File: src/rtl/alu_ctrl.sv
// Multicycle execute controller: decodes MIPS ALU/branch ops, sequences the ALU, returns results.
// Optional signed-overflow trapping on ADD/ADDI/SUB when ALU_CTRL_TRAP_EN is defined.
module alu_ctrl (
  input  logic        clk,
  input  logic        rst,
  input  logic        in_valid,
  output logic        in_ready,
  input  logic [31:0] instr,
  input  logic [31:0] rs_data,
  input  logic [31:0] rt_data,
  output logic [31:0] alu_x,
  output logic [31:0] alu_y,
  output logic [3:0]  alu_op,
  input  logic [31:0] alu_z,
  input  logic        alu_overflow,
  input  logic        alu_equal,
  input  logic        alu_zero,
  output logic        out_valid,
  input  logic        out_ready,
  output logic [31:0] out_result,
  output logic [4:0]  out_dest,
  output logic        out_wr,
  output logic        out_branch_taken,
  output logic        out_illegal,
  output logic        out_trap
);

  localparam logic [3:0] OP_AND  = 4'd0;
  localparam logic [3:0] OP_OR   = 4'd1;
  localparam logic [3:0] OP_XOR  = 4'd2;
  localparam logic [3:0] OP_NOR  = 4'd3;
  localparam logic [3:0] OP_ADD  = 4'd5;
  localparam logic [3:0] OP_SUB  = 4'd6;
  localparam logic [3:0] OP_SLT  = 4'd7;
  localparam logic [3:0] OP_SRL  = 4'd8;
  localparam logic [3:0] OP_SLL  = 4'd9;
  localparam logic [3:0] OP_SRA  = 4'd10;
  localparam logic [3:0] OP_NONE = 4'hF;

  typedef enum logic [1:0] {
    S_IDLE,
    S_EXEC,
    S_RESP
  } state_t;

  state_t state_q, state_d;
  logic   accept;

  logic [5:0]  opcode, funct;
  logic [4:0]  shamt, rt_f, rd_f;
  logic [31:0] imm_s, imm_z;

  logic [31:0] dec_x, dec_y;
  logic [3:0]  dec_op;
  logic [4:0]  dec_dest;
  logic        dec_br, dec_bne, dec_ill, dec_trap_ok;

  logic [31:0] alu_x_q, alu_x_d, alu_y_q, alu_y_d;
  logic [3:0]  alu_op_q, alu_op_d;
  logic [4:0]  dest_q, dest_d;
  logic        br_q, br_d, bne_q, bne_d;
  logic        ill_q, ill_d, trap_ok_q, trap_ok_d;

  logic [31:0] res_q, res_d;
  logic [4:0]  odest_q, odest_d;
  logic        wr_q, wr_d, taken_q, taken_d;
  logic        oill_q, oill_d, trap_q, trap_d;
  logic        trap_fire;

  logic unused;
  assign unused = ^{alu_zero, alu_overflow, instr[25:21]};

  assign opcode = instr[31:26];
  assign rt_f   = instr[20:16];
  assign rd_f   = instr[15:11];
  assign shamt  = instr[10:6];
  assign funct  = instr[5:0];
  assign imm_s  = {{16{instr[15]}}, instr[15:0]};
  assign imm_z  = {16'b0, instr[15:0]};

  always_comb begin
    dec_x       = rs_data;
    dec_y       = rt_data;
    dec_op      = OP_NONE;
    dec_dest    = rd_f;
    dec_br      = 1'b0;
    dec_bne     = 1'b0;
    dec_ill     = 1'b0;
    dec_trap_ok = 1'b0;
    case (opcode)
      6'h00: begin
        case (funct)
          6'h24: dec_op = OP_AND;
          6'h25: dec_op = OP_OR;
          6'h26: dec_op = OP_XOR;
          6'h27: dec_op = OP_NOR;
          6'h20: begin dec_op = OP_ADD; dec_trap_ok = 1'b1; end
          6'h21: dec_op = OP_ADD;
          6'h22: begin dec_op = OP_SUB; dec_trap_ok = 1'b1; end
          6'h23: dec_op = OP_SUB;
          6'h2A: dec_op = OP_SLT;
          6'h00: begin dec_op = OP_SLL; dec_x = {27'b0, shamt}; end
          6'h02: begin dec_op = OP_SRL; dec_x = {27'b0, shamt}; end
          6'h03: begin dec_op = OP_SRA; dec_x = {27'b0, shamt}; end
          default: dec_ill = 1'b1;
        endcase
      end
      6'h08: begin dec_op = OP_ADD; dec_y = imm_s; dec_trap_ok = 1'b1; end
      6'h09: begin dec_op = OP_ADD; dec_y = imm_s; end
      6'h0A: begin dec_op = OP_SLT; dec_y = imm_s; end
      6'h0C: begin dec_op = OP_AND; dec_y = imm_z; end
      6'h0D: begin dec_op = OP_OR;  dec_y = imm_z; end
      6'h0E: begin dec_op = OP_XOR; dec_y = imm_z; end
      6'h04: begin dec_op = OP_SUB; dec_br = 1'b1; end
      6'h05: begin dec_op = OP_SUB; dec_br = 1'b1; dec_bne = 1'b1; end
      default: dec_ill = 1'b1;
    endcase
    if (opcode != 6'h00) dec_dest = rt_f;
    if (dec_ill) dec_op = OP_NONE;
  end

  always_ff @(posedge clk or posedge rst) begin
    if (rst) state_q <= S_IDLE;
    else     state_q <= state_d;
  end

  always_comb begin
    state_d = state_q;
    case (state_q)
      S_IDLE:  if (in_valid) state_d = S_EXEC;
      S_EXEC:  state_d = S_RESP;
      S_RESP:  if (out_ready) state_d = S_IDLE;
      default: state_d = S_IDLE;
    endcase
  end

  always_comb begin
    in_ready  = (state_q == S_IDLE);
    out_valid = (state_q == S_RESP);
  end

  assign accept = in_valid & in_ready;

`ifdef ALU_CTRL_TRAP_EN
  assign trap_fire = trap_ok_q & alu_overflow;
`else
  assign trap_fire = 1'b0;
`endif

  always_comb begin
    alu_x_d   = alu_x_q;
    alu_y_d   = alu_y_q;
    alu_op_d  = alu_op_q;
    dest_d    = dest_q;
    br_d      = br_q;
    bne_d     = bne_q;
    ill_d     = ill_q;
    trap_ok_d = trap_ok_q;
    res_d     = res_q;
    odest_d   = odest_q;
    wr_d      = wr_q;
    taken_d   = taken_q;
    oill_d    = oill_q;
    trap_d    = trap_q;
    if (accept) begin
      alu_x_d   = dec_x;
      alu_y_d   = dec_y;
      alu_op_d  = dec_op;
      dest_d    = dec_dest;
      br_d      = dec_br;
      bne_d     = dec_bne;
      ill_d     = dec_ill;
      trap_ok_d = dec_trap_ok;
    end
    if (state_q == S_EXEC) begin
      res_d   = ill_q ? 32'b0 : alu_z;
      odest_d = dest_q;
      wr_d    = ~ill_q & ~br_q & ~trap_fire;
      taken_d = br_q & (alu_equal ^ bne_q);
      oill_d  = ill_q;
      trap_d  = trap_fire;
    end
  end

  always_ff @(posedge clk or posedge rst) begin
    if (rst) begin
      alu_x_q   <= '0;
      alu_y_q   <= '0;
      alu_op_q  <= OP_NONE;
      dest_q    <= '0;
      br_q      <= 1'b0;
      bne_q     <= 1'b0;
      ill_q     <= 1'b0;
      trap_ok_q <= 1'b0;
      res_q     <= '0;
      odest_q   <= '0;
      wr_q      <= 1'b0;
      taken_q   <= 1'b0;
      oill_q    <= 1'b0;
      trap_q    <= 1'b0;
    end else begin
      alu_x_q   <= alu_x_d;
      alu_y_q   <= alu_y_d;
      alu_op_q  <= alu_op_d;
      dest_q    <= dest_d;
      br_q      <= br_d;
      bne_q     <= bne_d;
      ill_q     <= ill_d;
      trap_ok_q <= trap_ok_d;
      res_q     <= res_d;
      odest_q   <= odest_d;
      wr_q      <= wr_d;
      taken_q   <= taken_d;
      oill_q    <= oill_d;
      trap_q    <= trap_d;
    end
  end

  assign alu_x            = alu_x_q;
  assign alu_y            = alu_y_q;
  assign alu_op           = alu_op_q;
  assign out_result       = res_q;
  assign out_dest         = odest_q;
  assign out_wr           = wr_q;
  assign out_branch_taken = taken_q;
  assign out_illegal      = oill_q;
  assign out_trap         = trap_q;

endmodule

File: config.mk
export PLATFORM = sky130hd
export DESIGN_NAME = alu_ctrl
export DESIGN_NICKNAME = d
export VERILOG_FILES = /design/src/rtl/alu_ctrl.sv
export SDC_FILE = /design/constraint.sdc
export NUM_CORES = 1
export LEC_CHECK = 0
export ABC_CLOCK_PERIOD_IN_PS = 6650
export BUFFER_PORTS_ARGS = -buffer_cell sky130_fd_sc_hd__buf_2
export CORE_ASPECT_RATIO = 1.75
export CORE_MARGIN = 2
export CORE_UTILIZATION = 48
export DETAILED_ROUTE_END_ITERATION = 8
export PLACE_DENSITY = 0.83
export SYNTH_ARGS = -nofsm -noshare
export SYNTH_HDL_FRONTEND = slang
export SYNTH_SLANG_ARGS = --single-unit
File: constraint.sdc
create_clock -name clk -period 6.65 [get_ports clk]
set_input_delay 1.33 -clock clk [delete_from_list [all_inputs] [get_ports clk]]
set_output_delay 1.33 -clock clk [all_outputs]
set_load 0.05 [all_outputs]
; ---- Word level (Yosys, flattened, before mapping)
; Cells that the tools add are included.
; W data, S select, Z words.
[word_totals]
mem_count = 0
latch_bits = 0
ram_bits = 0
ff_bits = 118
romBits = 0
input_bits = 135
wordCells = 71
output_inout_bits = 111
[op_classes]
n_mul = 0
mux = 15
shifts = 0
div_mod_pow = 0
magnitude_cmp = 0
add_sub_neg = 0
reduce_logical = 14
n_eq_ne = 23
bitwise_logic = 6
[ops]
columns = operator, n
row1 = $mux W32, 3
row2 = $pmux W32 S2, 1
row3 = $eq A6 B6 Y1 const B, 9
row4 = $pmux W4 S10, 1
row5 = $eq A6 B4 Y1 const B, 6
row6 = $pmux W4 S7, 1
row7 = $eq A6 B2 Y1 const B, 2
row8 = $eq A6 B3 Y1 const B, 2
row9 = $logic_not A6 Y1, 2
row10 = $reduce_or A12 Y1, 1
row11 = $reduce_or A3 Y1, 3
row12 = $reduce_or A2 Y1, 4
row13 = $reduce_or A8 Y1, 1
row14 = $pmux W2 S3, 1
row15 = $reduce_bool A6 Y1, 1
row16 = $mux W5, 1
row17 = $mux W2, 2
row18 = $mux W4, 1
row19 = $and A1 B1 Y1, 3
row20 = $mux W1, 3
row21 = $eq A2 B1 Y1 const B, 1
row22 = $eq A2 B2 Y1 const B, 1
row23 = $logic_not A2 Y1, 1
row24 = $ne A2 B1 Y1 const B, 1
row25 = 5 further kinds, 6

; ---- Longest topological paths before layout
[logic_depth]
depth_word = 5
mapped_depth = 6
ltp_nobuf = 5

; ---- Worst setup path after synthesis
; No wires, ideal clock.
[synth_timing]
kind = reg-to-output
startpoint = register state_q[1]
endpoint = output in_ready
path_buffers = 0
slack_ns = 4.261
required_time_ns = 5.320
stages_incl_launch_ff = 2
t_arrival_ns = 1.059
cell_sequence = dfrtp_1 -> nor2_1
[synth_via]
elab_chain_len = 1
[synth_lines]
columns = element, line_no
row1 = "start, declared", 46  ; state_t state_q, state_d;
row2 = "start signal, assigned", 124  ; else state_q <= state_d;
row3 = $logic_not A2 Y1, 138  ; in_ready = (state_q == S_IDLE);
row4 = "end, declared", 7  ; output logic in_ready,
; Every way passes these cells.

; ---- Worst setup path after layout
[layout_timing]
startpoint = input in_valid
endpoint = register alu_y_q[25] (netlist: alu_y[25])
[layout_via]
elab_chain_len = 1
[layout_lines]
columns = element, line_no
row1 = "start, declared", 6  ; input logic in_valid,
row2 = $and A1 B1 Y1, 142  ; assign accept = in_valid & in_ready;
row3 = "end signal, assigned", 203  ; alu_y_q <= alu_y_d;
row4 = "end, declared", 58  ; logic [31:0] alu_x_q, alu_x_d, alu_y_q, alu_y_d;
; Every way passes these cells.
; A chain may end at the register's enable or synchronous reset.

==> flow_summary.yaml <==
run_status:
  outcome: "finished, final reports clean"
finish:
  instances_no_fill: 843
  stdcell_area_um2: 6810
  antenna_cells: 0
  drive_gt1_share_pct: 40.2
  fin_nets: 838
  fillCellCount: 833
  area_delta_synth_final_pct: 36.9
yosys:
  syn_area_um2: 4970
  synth_cell_types: 43
  synth-seq-cells: 118
  syn-instance-count: 474
  synth_largest_area_cell: "dfrtp_1"
  post_synth_main_area_contributors: "dfrtp_1 (57%), nand2_1 (6.7%), a22o_1 (4.8%), nand2b_1 (4.4%), mux2i_1 (4.2%)"
  ys_seq_area_share_pct: 59.5
  syn_area_per_cell_um2: 10.5
  ys.flop_type: "dfrtp_1"
  yosysTopAreaCellShare_pct: 57.4
  async_flop_share_pct: 100
  synth_nets: 609
  synth_enable_flop_cells: 0
  yosys_warnings: 0
timing:
  finClkSkew_ns: 0.00429
  max_freq_ghz: 0.334
  hold_slack_ns: 0.477
  setup_viol: 0
  finalCritPeriodShare_pct: 45.0
  period_needed_ns: 2.99
  max-slew-margin-rel_pct: 39.7
  rsz0062_at_grt: "no"
  final-hold-violation-count: 0
  fin_setup_tns_ns: 0
  tightest_slew_ns: 0.904
  maxSlewViolCount: 0
floorplanning:
  die_h_um: 139
  rows: 49
  initial_utilization_pct: 48.9
  fp.coreArea_um2: 10200
  die_x_um: 80.9
  io_pins: 246
  die_area_um2: 11200
worst_setup_path:
  timing.critical_path.fanout_max: 75
  worstSetupPathType: "in -> reg"
  start_kind: "primary input"
  cp-end-kind: "register"
  worstRegToRegCells: 6
  r2r-end: "alu_y[25]$_DFFE_PP0P_"
  cpPeakStageDelay_ns: 0.65
  crit_required_ns: 6.89
  slowest_stage: "o31a_1"
  rrSetupSlack_ns: 4.09
  r2r-start: "state_q[1]$_DFFE_PP0P_"
  crit_arrival_ns: 3.24
  cp_cell_sequence: "buf_2 > nand2_2 > buf_4 > inv_2 > o31a_1 > a21oi_1"
detailed_routing:
  dr.pass1.iters: 4
  via_count: 4357
  drc_errors: 0
  wl_per_cell_um: 15.5
  drt-total-wl_um: 13100
  drt_iter0_markers: 128
  viasPerCell: 5.17
  ant_nets: 0
power_and_ir_drop:
  clkPwrFrac_pct: 23.4
  p_leak_nw: 3.57
  power_frac_comb_pct: 46.9
  switching_share_pct: 47.9
  switchingPower_w: 0.00192
  p_per_area_nw_per_um2: 590
  max-vdd-ir-drop_mv: 0.362
  seqPwrFrac_pct: 29.7
  internal-power_w: 0.00209
global_route:
  antenna_found_initial: 0
  grt_pass1_wl_um: 20900
  grt_usage_pct: 24.1
  grt_pass1_vias: 4439
  grt_max_degree: 76
  overflow: 0
worst_hold_path:
  min_delay_path_depth: 2
  min_to: "alu_x[1]$_DFFE_PP0P_"
  min_path_type: "reg -> reg"
  hp-start: "alu_x[1]$_DFFE_PP0P_"
place:
  place_area_um2: 6200
  dp.cells: 811
  io_buffers: 237
  globalplace.congestion: 0.823
  dp_hpwl_um: 9460
clock_tree:
  clk_latency_ns: 0.40
  clkSlewWorstSetupHoldPaths_ns: 0.05
  cts_resized: 0
  cts_tree: "built"
  cts.sinks: 118
  root_buffer: "clkbuf_16"
  post_cts_buffers: 0
  hold_buffers: 0
  cts_made_buffers: 17
  htreeDepth: 4
  ctsLongestPathBuffers: 2
run:
  drv_cap: 0
==> kinds of logic (layout without fill, tap and decap cells) <==
group                     Yosys count  count (layout)  synth area share, %
DFF                               118             118                 59.5
and+or+nand+nor                   170             170                 15.9
other                               1               1               0.0754
xor gates and xnor gates            1               1                0.176
AOI/OAI and AO/OA                 120             120                 15.3
buffers and inverters              37             279                 3.45
muxes                              27              27                 5.59
==> state kept, by name, indices dropped and copies added (netlist names) <==
signal	count
alu_y	32
out_wr	1
out_branch_taken	1
bne_q	1
out_dest	5
br_q	1
out_illegal	1
out_result	32
alu_x	32
alu_op	4
ill_q	1
state_q	2
dest_q	5
==> routing by layer <==
layer	global-route usage (%)	up-vias	part of all wire, %
met3	6.38	29	8.3
met5	0	-	0
li1	-	2078	-
met1	26.5	2044	38
met4	11.8	0	3.4
met2	41.8	206	51
==> worst max path at each step <==
stage	startpoint	to	slack, ns
2_1_floorplan	rst	alu_x[0]$_DFFE_PP0P_	2.20
3_3_place_gp	in_valid	alu_y[27]$_DFFE_PP0P_	3.38
3_5_place_dp	in_valid	alu_y[25]$_DFFE_PP0P_	3.27
4_1_cts	in_valid	alu_y[25]$_DFFE_PP0P_	3.67
5_1_grt	in_valid	alu_y[30]$_DFFE_PP0P_	3.51
6_report	in_valid	alu_y[25]$_DFFE_PP0P_	3.66
==> final cells by class <==
cell class / instances / area, µm² / area share [%]
flip-flops and latches: 118 / 2960 / 43.4
multi-input cells: 319 / 1850 / 27.1
repair buffers: 240 / 1210 / 17.8
clock buffers: 22 / 454 / 6.67
well taps: 127 / 159 / 2.33
clock inverters: 10 / 153 / 2.24
inverters: 7 / 28.8 / 0.423
==> per-stage QoR <==
stage	utilization (%)	worst slack (ns)	power [W]
2_1_floorplan	-	2.20	0.00263
3_3_place_gp	60.9	3.38	0.00304
3_5_place_dp	60.9	3.27	0.00309
4_1_cts	66.9	3.67	0.00405
5_1_grt	66.9	3.51	0.00421
6_report	66.9	3.66	0.00401
==> worst max-delay path: cells and delay by family <==
kind	cells	cell delay [ns]
AOI/OAI and AO/OA	2	0.81
buffers and inverters	3	1.00
and+or+nand+nor	1	0.05
==> cells in the mapped netlist, types with 3 or more instances <==
cell type and instances:
dfrtp_1 114, nand2_1 89, nand2b_1 35, o21ai_0 31
nor2_1 29, a22o_1 27, o21ai_1 26, mux2i_1 21
a21oi_1 16, clkbuf_1 14, a31oi_1 7, buf_1 7
inv_1 6, buf_2 5, mux2_2 5, dfstp_2 4
a41oi_1 3, and2_1 3, buf_6 3
==> power by group through the flow <==
stage                     combinational [W]  sequential (W)  clock [W]
after floorplan                    0.000482         0.00215          0
final                               0.00188         0.00119   0.000938
after detailed placement            0.00190         0.00120          0
after global routing                0.00199         0.00123   0.000991
after CTS                           0.00190         0.00120   0.000953
after global placement              0.00186         0.00119          0
==> layout by cell type (no fill, tap or decap), drive strengths merged <==
cell and count:
buf 240, dfrtp 114, nand2 90, o21ai 57, nand2b 35, nor2 30, a22o 27, clkbuf 22
mux2i 21, a21oi 17, a31oi 7, inv 7, mux2 6, clkinv 5, dfstp 4, bufinv 4
nor3 4, and2 3, a41oi 3, nand3 3, a21o 2, o31ai 2, or3b 1, a211o 1
o31a 1, nor4 1, o22ai 1, nand3b 1, nor2b 1, a32oi 1, o32a 1, nand4 1
xor2 1, conb 1, clkinvlp 1
Note: power is estimated with default switching activity, not from simulation.
